`src/rtl/tile_spawner.sv`:
```
// Writes a 2 (or 4 with TILE_SPAWN_FOUR_EN) into a pseudo-randomly chosen empty cell of a 4x4 board.
// Latency 2 edges (full board) up to 34 edges; start is only sampled in IDLE and ignored while busy.
module tile_spawner #(
    parameter logic [15:0] SEED = 16'hACE1
) (
    input  logic                  clk_i,
    input  logic                  rst_n_i,
    input  logic                  start_i,
    input  logic [3:0][3:0][11:0] matrix_in_i,
    output logic [3:0][3:0][11:0] matrix_out_o,
    output logic                  done_o,
    output logic                  busy_o,
    output logic                  full_o
);

    localparam logic [15:0] SEED_INIT = (SEED == 16'h0000) ? 16'h0001 : SEED;
    localparam logic [15:0] LFSR_MASK = 16'hB400;

    typedef enum logic [2:0] {IDLE, COUNT, REDUCE, SCAN, DONE} state_t;

    state_t            state_q, state_d;
    logic [15:0]       lfsr_q, lfsr_d;
    logic [15:0][11:0] work_q, work_d;
    logic [15:0][11:0] out_q, out_d;
    logic              full_q, full_d;
    logic [4:0]        empty_cnt_q, empty_cnt_d;
    logic [3:0]        k_q, k_d;
    logic [3:0]        idx_q, idx_d;
    logic [3:0]        seen_q, seen_d;

    logic [4:0]        empty_now;
    logic [11:0]       tile_val;
    logic [15:0][11:0] write_val;

    always_comb begin
        empty_now = 5'd0;
        for (int i = 0; i < 16; i++) begin
            if (work_q[i] == 12'd0) begin
                empty_now = empty_now + 5'd1;
            end
        end
    end

`ifdef TILE_SPAWN_FOUR_EN
    assign tile_val = (lfsr_q[10:8] == 3'b000) ? 12'd4 : 12'd2;
`else
    assign tile_val = 12'd2;
`endif

    always_comb begin
        state_d     = state_q;
        lfsr_d      = {1'b0, lfsr_q[15:1]} ^ (lfsr_q[0] ? LFSR_MASK : 16'h0000);
        work_d      = work_q;
        out_d       = out_q;
        full_d      = full_q;
        empty_cnt_d = empty_cnt_q;
        k_d         = k_q;
        idx_d       = idx_q;
        seen_d      = seen_q;
        write_val   = work_q;

        case (state_q)
            IDLE: begin
                if (start_i) begin
                    work_d  = matrix_in_i;
                    state_d = COUNT;
                end
            end
            COUNT: begin
                empty_cnt_d = empty_now;
                if (empty_now == 5'd0) begin
                    out_d   = work_q;
                    full_d  = 1'b1;
                    state_d = DONE;
                end else begin
                    k_d     = lfsr_q[3:0];
                    state_d = REDUCE;
                end
            end
            REDUCE: begin
                // Repeated subtraction gives k mod empty_cnt; empty_cnt==16 never subtracts.
                if ({1'b0, k_q} >= empty_cnt_q) begin
                    k_d = k_q - empty_cnt_q[3:0];
                end else begin
                    idx_d   = 4'd0;
                    seen_d  = 4'd0;
                    state_d = SCAN;
                end
            end
            SCAN: begin
                if (work_q[idx_q] == 12'd0) begin
                    if (seen_q == k_q) begin
                        write_val[idx_q] = tile_val;
                        work_d  = write_val;
                        out_d   = write_val;
                        full_d  = 1'b0;
                        state_d = DONE;
                    end else begin
                        seen_d = seen_q + 4'd1;
                    end
                end
                idx_d = idx_q + 4'd1;
            end
            DONE: begin
                state_d = IDLE;
            end
            default: begin
                state_d = IDLE;
            end
        endcase
    end

    always_ff @(posedge clk_i) begin
        if (!rst_n_i) begin
            state_q     <= IDLE;
            lfsr_q      <= SEED_INIT;
            work_q      <= '0;
            out_q       <= '0;
            full_q      <= 1'b0;
            empty_cnt_q <= 5'd0;
            k_q         <= 4'd0;
            idx_q       <= 4'd0;
            seen_q      <= 4'd0;
        end else begin
            state_q     <= state_d;
            lfsr_q      <= lfsr_d;
            work_q      <= work_d;
            out_q       <= out_d;
            full_q      <= full_d;
            empty_cnt_q <= empty_cnt_d;
            k_q         <= k_d;
            idx_q       <= idx_d;
            seen_q      <= seen_d;
        end
    end

    assign matrix_out_o = out_q;
    assign full_o       = full_q;
    assign done_o       = (state_q == DONE);
    assign busy_o       = (state_q != IDLE);

endmodule

```
`config.mk`:
```
export PLATFORM = sky130hd
export DESIGN_NAME = tile_spawner
export DESIGN_NICKNAME = d
export VERILOG_FILES = /design/src/rtl/tile_spawner.sv
export SDC_FILE = /design/constraint.sdc
export NUM_CORES = 1
export LEC_CHECK = 0
export ABC_AREA = 0
export CORE_ASPECT_RATIO = 0.8
export CORE_MARGIN = 1.5
export CORE_UTILIZATION = 45
export CTS_CLUSTER_DIAMETER = 120
export DETAILED_ROUTE_END_ITERATION = 8
export PLACE_DENSITY = 0.75
export SYNTH_ARGS = -nofsm -noshare
export SYNTH_HDL_FRONTEND = slang
export SYNTH_SLANG_ARGS = --single-unit
```
`constraint.sdc`:
```
create_clock -name clk_i -period 10.9 [get_ports clk_i]
set_input_delay 2.725 -clock clk_i [delete_from_list [all_inputs] [get_ports clk_i]]
set_output_delay 2.725 -clock clk_i [all_outputs]
set_load 0.02 [all_outputs]
```
-- Yosys cells after proc, flatten, opt, wreduce, memory -nomap -nowiden
Index checks and enable logic that the tools add are counted.
- register bits after elaboration: 421
- $add $sub $neg: 18
- $lt $le $gt $ge: 3
- equality and inequality tests: 13
- multiplexer cells: 45
- bitwise gates (word level): 4
- reductions and logical operators: 31
- operators with widths (cell ; count):
    2-to-1 mux 192 bit ; 4
    case mux 192 bit (2 select lines) ; 2
    logical NOT 12 bit ; 17
    bitwise AND 176 bit ; 1
    inverter 176 bit ; 1
    adder 5 x 1 -> 5 bit, second input constant ; 15
    2-to-1 mux 5 bit ; 15
    binary-select mux 12 bit (select 4 bit) ; 1
    demux 12 bit (select 4 bit) ; 1
    2-to-1 mux 12 bit ; 2
    case mux 4 bit (2 select lines) ; 3
    2-to-1 mux 4 bit ; 5
    2-to-1 mux 16 bit ; 1
    inequality test 2 bit, second input constant ; 8
    bitwise OR 16 bit ; 1
    AND reduction 4 bit ; 4
    XOR 15 x 16 -> 16 bit ; 1
    2-to-1 mux 3 bit ; 5
    case mux 3 bit (4 select lines) ; 1
    adder 4 x 1 -> 4 bit, second input constant ; 2
    nonzero test 2 bit ; 4
    equality test 3 x 2 -> 1 bit, second input constant ; 2
    greater-or-equal comparator 4 x 5 -> 1 bit ; 1
    logical NOT 5 bit ; 1
    other kinds (13) ; 16

-- Logic depth before layout (Yosys ltp)
- depth in word-level cells: 35
- depth in mapped cells: 54
- gate-level depth less buffers: 52

-- Least setup slack after synthesis
Ideal clock, no wire load.
- path kind: reg-to-reg
- from: register work_q[30] in the netlist's numbering
- to: register out_q, in the netlist matrix_out_o[61]
- setup time: 0.119 ns
- data arrival time: 10.090 ns
- required time: 10.781 ns
- path slack: 0.692 ns
- cell stages (with the launch flop): 53
- path buffers: 2
- cells stage by stage: dfxtp_1 -> or4_1 -> or3_1 -> buf_2 -> xor2_2 -> inv_1 -> ha_1 -> and4b_1 -> a31oi_1 -> ha_1 -> a21o_1 -> ha_1 -> nand4b_1 -> o21a_1 -> ha_1 -> mux2i_1 -> inv_1 -> ha_1 -> (+17 left out) -> ha_1 -> nand2_1 -> nand2_1 -> ha_1 -> mux2_2 -> ha_1 -> mux2i_1 -> inv_1 -> ha_1 -> and3_1 -> nor4b_1 -> mux2i_1 -> nand2_1 -> xnor3_1 -> a21oi_4 -> nor2_4 -> buf_2 -> o221a_1
- longest elaborated chain between the ends: 31
- elaborated cells between the ends (all ways): 35
- RTL lines (item ; RTL line ; text):
    from (decl) ; 23 ; logic [15:0][11:0] work_q, work_d;
    from (signal assigned) ; 127 ; work_q <= work_d;
    logical NOT 12 bit ; 38 ; if (work_q[i] == 12'd0) begin
    2-to-1 mux 5 bit ; 38 ;
    adder 5 x 1 -> 5 bit ; 39 ; empty_now = empty_now + 5'd1;
    2-to-1 mux 5 bit ; 38 ;
    adder 5 x 1 -> 5 bit ; 39 ;
    2-to-1 mux 5 bit ; 38 ;
    adder 5 x 1 -> 5 bit ; 39 ;
    2-to-1 mux 5 bit ; 38 ;
    (+15 left out) ; - ;
    2-to-1 mux 5 bit ; 38 ;
    adder 5 x 1 -> 5 bit ; 39 ;
    2-to-1 mux 5 bit ; 38 ;
    adder 5 x 1 -> 5 bit ; 39 ;
    2-to-1 mux 5 bit ; 38 ;
    logical NOT 5 bit ; 71 ; if (empty_now == 5'd0) begin
    inequality test 2 bit (no source line) ; - ;
    AND reduction 4 bit (no source line) * ; - ;
    to (signal assigned) ; 128 ; out_q <= out_d;
    to (decl) ; 24 ; logic [15:0][11:0] out_q, out_d;
Mark *: on every way between the ends. The rest lies on a longest branch, timed or not. The select of a mux whose other input is x is not followed.
A chain may end at the register's enable or synchronous reset.

-- Worst setup path after layout
- from: register work_q[30] in the netlist's numbering
- to: register out_q, in the netlist matrix_out_o[73]
The elaborated chain is that of the path after synthesis.

==> results.rst <==
.. list-table::
   :header-rows: 1

   * - Metric
     - Value
   * - Post-synth EDFFs
     - 0
   * - CP max-delay cell
     - sky130_fd_sc_hd__or4_1
   * - Most common library cell in the layout ignoring fill and taps
     - sky130_fd_sc_hd__nand2_1
   * - Delay of the slowest cell on the worst path
     - 0.64 ns
   * - Period minus WS final
     - 10.57 ns
   * - TritonCTS clock tree
     - done
   * - Detailed-route vias per instance
     - 5.57
   * - CTS Root Buffer Type
     - sky130_fd_sc_hd__clkbuf_16
   * - Nature of the critical path endpoint
     - register
   * - Worst clock skew on the final layout
     - 0.0240 ns
   * - Leakage
     - 8.56 nW
   * - Internal power component
     - 4.70 mW
   * - Hold-fix buffers at CTS
     - 0
   * - Maximum number of pins on one net before global-route repair
     - 144
   * - Run status
     - finished, final reports clean
   * - Die Width
     - 227 um
   * - Core outline area
     - 0.0395 mm2
   * - Worst-case hold slack
     - 0.403 ns
   * - Share of total power in combinational logic
     - 58.1%
   * - Placer's final routability congestion estimate
     - 0.895
   * - Net switching power of the design
     - 3.33 mW
   * - Wire length of the first global-routing pass
     - 87400 um
   * - Final antenna diode count
     - 0
   * - Total Power
     - 8.03 mW
   * - Initial Utilization
     - 45.7%
   * - Headroom to the max-slew limit
     - 28.8%
   * - Detailed Place HPWL
     - 39700 um
   * - Count of unique library cells instantiated by Yosys
     - 64
   * - Transition time at the pin with the least slew margin
     - 1.06 ns
   * - Yosys warning total
     - 0
   * - Detailed router's first-iteration violation count
     - 1268
   * - Launch instance of the worst min-delay path
     - lfsr_q[7]
   * - Final setup viols
     - 0
   * - Number of buffers on the longest clock path
     - 3
   * - Number of register bits inferred by synthesis
     - 421
   * - Filler cell count in the final layout
     - 3327
   * - Total Nets Final
     - 2592
   * - Antenna-violating nets left
     - 0
   * - Port Buf Inserts
     - 389
   * - Max Cap Viol
     - 0
   * - Worst setup path endpoint
     - matrix_out_o[73]
   * - Syn Nets
     - 2260
   * - Fraction of registers with async set/reset
     - 0%
   * - Overall die height
     - 182 um
   * - Switching fraction of total power
     - 41.5%
   * - Worst R2R Path Depth
     - 52
   * - Classification of the worst-slack hold path
     - reg -> reg
   * - Most common cell on crit path
     - sky130_fd_sc_hd__ha_1
   * - Setup TNS
     - 0 ns
   * - Cell Area, Placed
     - 0.0222 mm2
   * - Pins Over Slew Limit
     - 0
   * - Reg-to-reg setup timing slack
     - 0.33 ns
   * - Signed area change from the synthesized netlist to the final layout
     - 32.9%
   * - Drt pass-1 iters
     - 6
   * - TritonCTS buffer count
     - 43
   * - Total routed wirelength
     - 57700 um
   * - Data arrival time at the worst-slack endpoint
     - 11.00 ns
   * - Via count
     - 16.4k
   * - Number of instances in the synthesized netlist
     - 2040
   * - Top fanout value on the critical path
     - 14
   * - Clock edge transition at the registers on the reported setup and hold paths
     - 0.06 ns
   * - Summed area of non-filler cells in the final layout
     - 0.0240 mm2
   * - Destination of the worst register-to-register timing path
     - matrix_out_o[73]
   * - Fmax
     - 94.6 MHz
   * - PwrDens
     - 334 mW/mm2
   * - Antenna violations before repair
     - 1
   * - Vias in the first global route
     - 15.8k
   * - Synthesized area per cell
     - 8.85 um2
   * - Cell row count
     - 65
   * - Prevailing post-synth register cell
     - sky130_fd_sc_hd__dfxtp_1
   * - Final worst-path cycle share
     - 97.0%
   * - Part of the total power dissipated in the clock network
     - 18.0%
   * - Number of DRC violations after detailed routing
     - 0
   * - Layout cells sized above 1
     - 6.78%
   * - Req. time, crit path
     - 11.33 ns
   * - Count of H-tree levels built during CTS
     - 2
   * - Aggregate global-route resource usage
     - 26.8%
   * - Number of endpoints with negative hold slack in the final report
     - 0
   * - Remaining Overflow, GRT
     - 0
   * - End-of-flow core utilization
     - 60.7%
   * - Latest clock arrival within the worst-skew pair
     - 0.56 ns
   * - Routed length per placed instance
     - 19.6 um
   * - Most used cells in the layout excluding fill and tap cells
     - 456 x sky130_fd_sc_hd__nand2_1, 418 x sky130_fd_sc_hd__dfxtp_1, 388 x sky130_fd_sc_hd__clkdlybuf4s50_1
   * - Clk sink count
     - 421
   * - Critical register-to-register path startpoint
     - work_q[30]
   * - Sequential-to-total area share from yosys stat
     - 46.7%
   * - Part of the power in registers
     - 23.9%
   * - Category of the most critical setup path
     - reg -> reg
   * - Sort of element at the start of the critical path
     - register
   * - Die footprint
     - 0.0413 mm2
   * - Worst vdd ir
     - 0.000378 V
   * - Post-synthesis instance area
     - 0.0181 mm2
   * - # IOs
     - 390
   * - Critical path launch point
     - work_q[30]
what timing repair did:
item	in CTS	in global routing
buffers inserted	11	10
pin swaps	4	12
endpoints found under the setup margin	197	200
gates cloned	3	0
resized for setup	12	22
power groups by stage:
stage	clock [mW]	combinational, mW	sequential [mW]
after global routing	1.53	4.98	1.94
after CTS	1.47	4.31	1.91
final	1.44	4.66	1.92
after floorplan	0	2.87	2.03
after global placement	0	3.87	1.94
after detailed placement	0	3.99	1.94
state kept, by name (all words and copies together) (netlist names):
signal        count
idx_q             4
matrix_out_o    192
full_o            1
state_q           3
k_q               4
seen_q            4
empty_cnt_q       5
lfsr_q           16
work_q          192
stage by stage:
stage	setup WS, ns	cells
final	0.330	2939
after global placement	-0.00188	2839
after global routing	-0.0706	2939
after CTS	0.00909	2929
after floorplan	0.692	2040
after detailed placement	-0.493	2839
worst max-delay path: cells and delay by family (launching register included):
family	cells	cell delay, ns
flip-flops	1	0.32
AO/OA/AOI/OAI	10	1.56
multiplexers	5	1.09
XOR/XNOR	2	0.45
buffers and inverters	7	0.83
adder cells (fa/ha/maj)	13	3.44
AND/OR/NAND/NOR	15	2.72
cell type report:
| class | count | area, um2 | area share, % |
|---|---|---|---|
| repair buffers | 439 | 4460 | 18.6 |
| inverters | 43 | 166 | 0.694 |
| well taps | 536 | 671 | 2.79 |
| multi-input cells | 1424 | 8880 | 37.0 |
| flip-flops and latches | 421 | 8430 | 35.1 |
| clock inverters | 11 | 101 | 0.422 |
| clock buffers | 65 | 1280 | 5.33 |
cells in the mapped netlist, drive strengths merged (16+ instances only):
cell,instances,area [um2]
nand2,457,1720
dfxtp,421,8430
nor2,211,800
mux2i,184,1840
a22oi,176,1320
clkbuf,124,465
a21oi,55,290
nor4,48,300
inv,42,158
xnor2,37,358
o21ai,31,155
buf,28,253
ha,24,300
nand4,20,125
and3,19,119
nand3,17,85.1
o221a,16,180
routing by layer:
metal | GRT usage (%) | vias up | wire [um]
met5 | 0 | - | 12
met4 | 8.59 | 2 | 1770
met3 | 6.02 | 112 | 5000
met2 | 42.2 | 682 | 26100
met1 | 36.3 | 7855 | 24800
li1 | - | 7713 | -
cell families after synthesis:
logic type	share of synthesized area [%]
muxes	10.8
and+or+nand+nor	19.9
AOI/OAI and AO/OA	12.2
xor gates and xnor gates	3.75
DFF	46.7
buffers and inverters	4.87
adders and majority gates	1.77
worst min-delay path by stage:
stage | slack, ns | cells past startpoint | endpoint
finish | 0.40 | 1 | lfsr_q[6]
global route | 0.43 | 1 | lfsr_q[5]
CTS | 0.41 | 1 | lfsr_q[6]
detailed placement | 0.39 | 1 | lfsr_q[6]
global placement | 0.40 | 1 | lfsr_q[7]
floorplan | 0.39 | 1 | lfsr_q[11]
(Power assumes the default switching activity.)
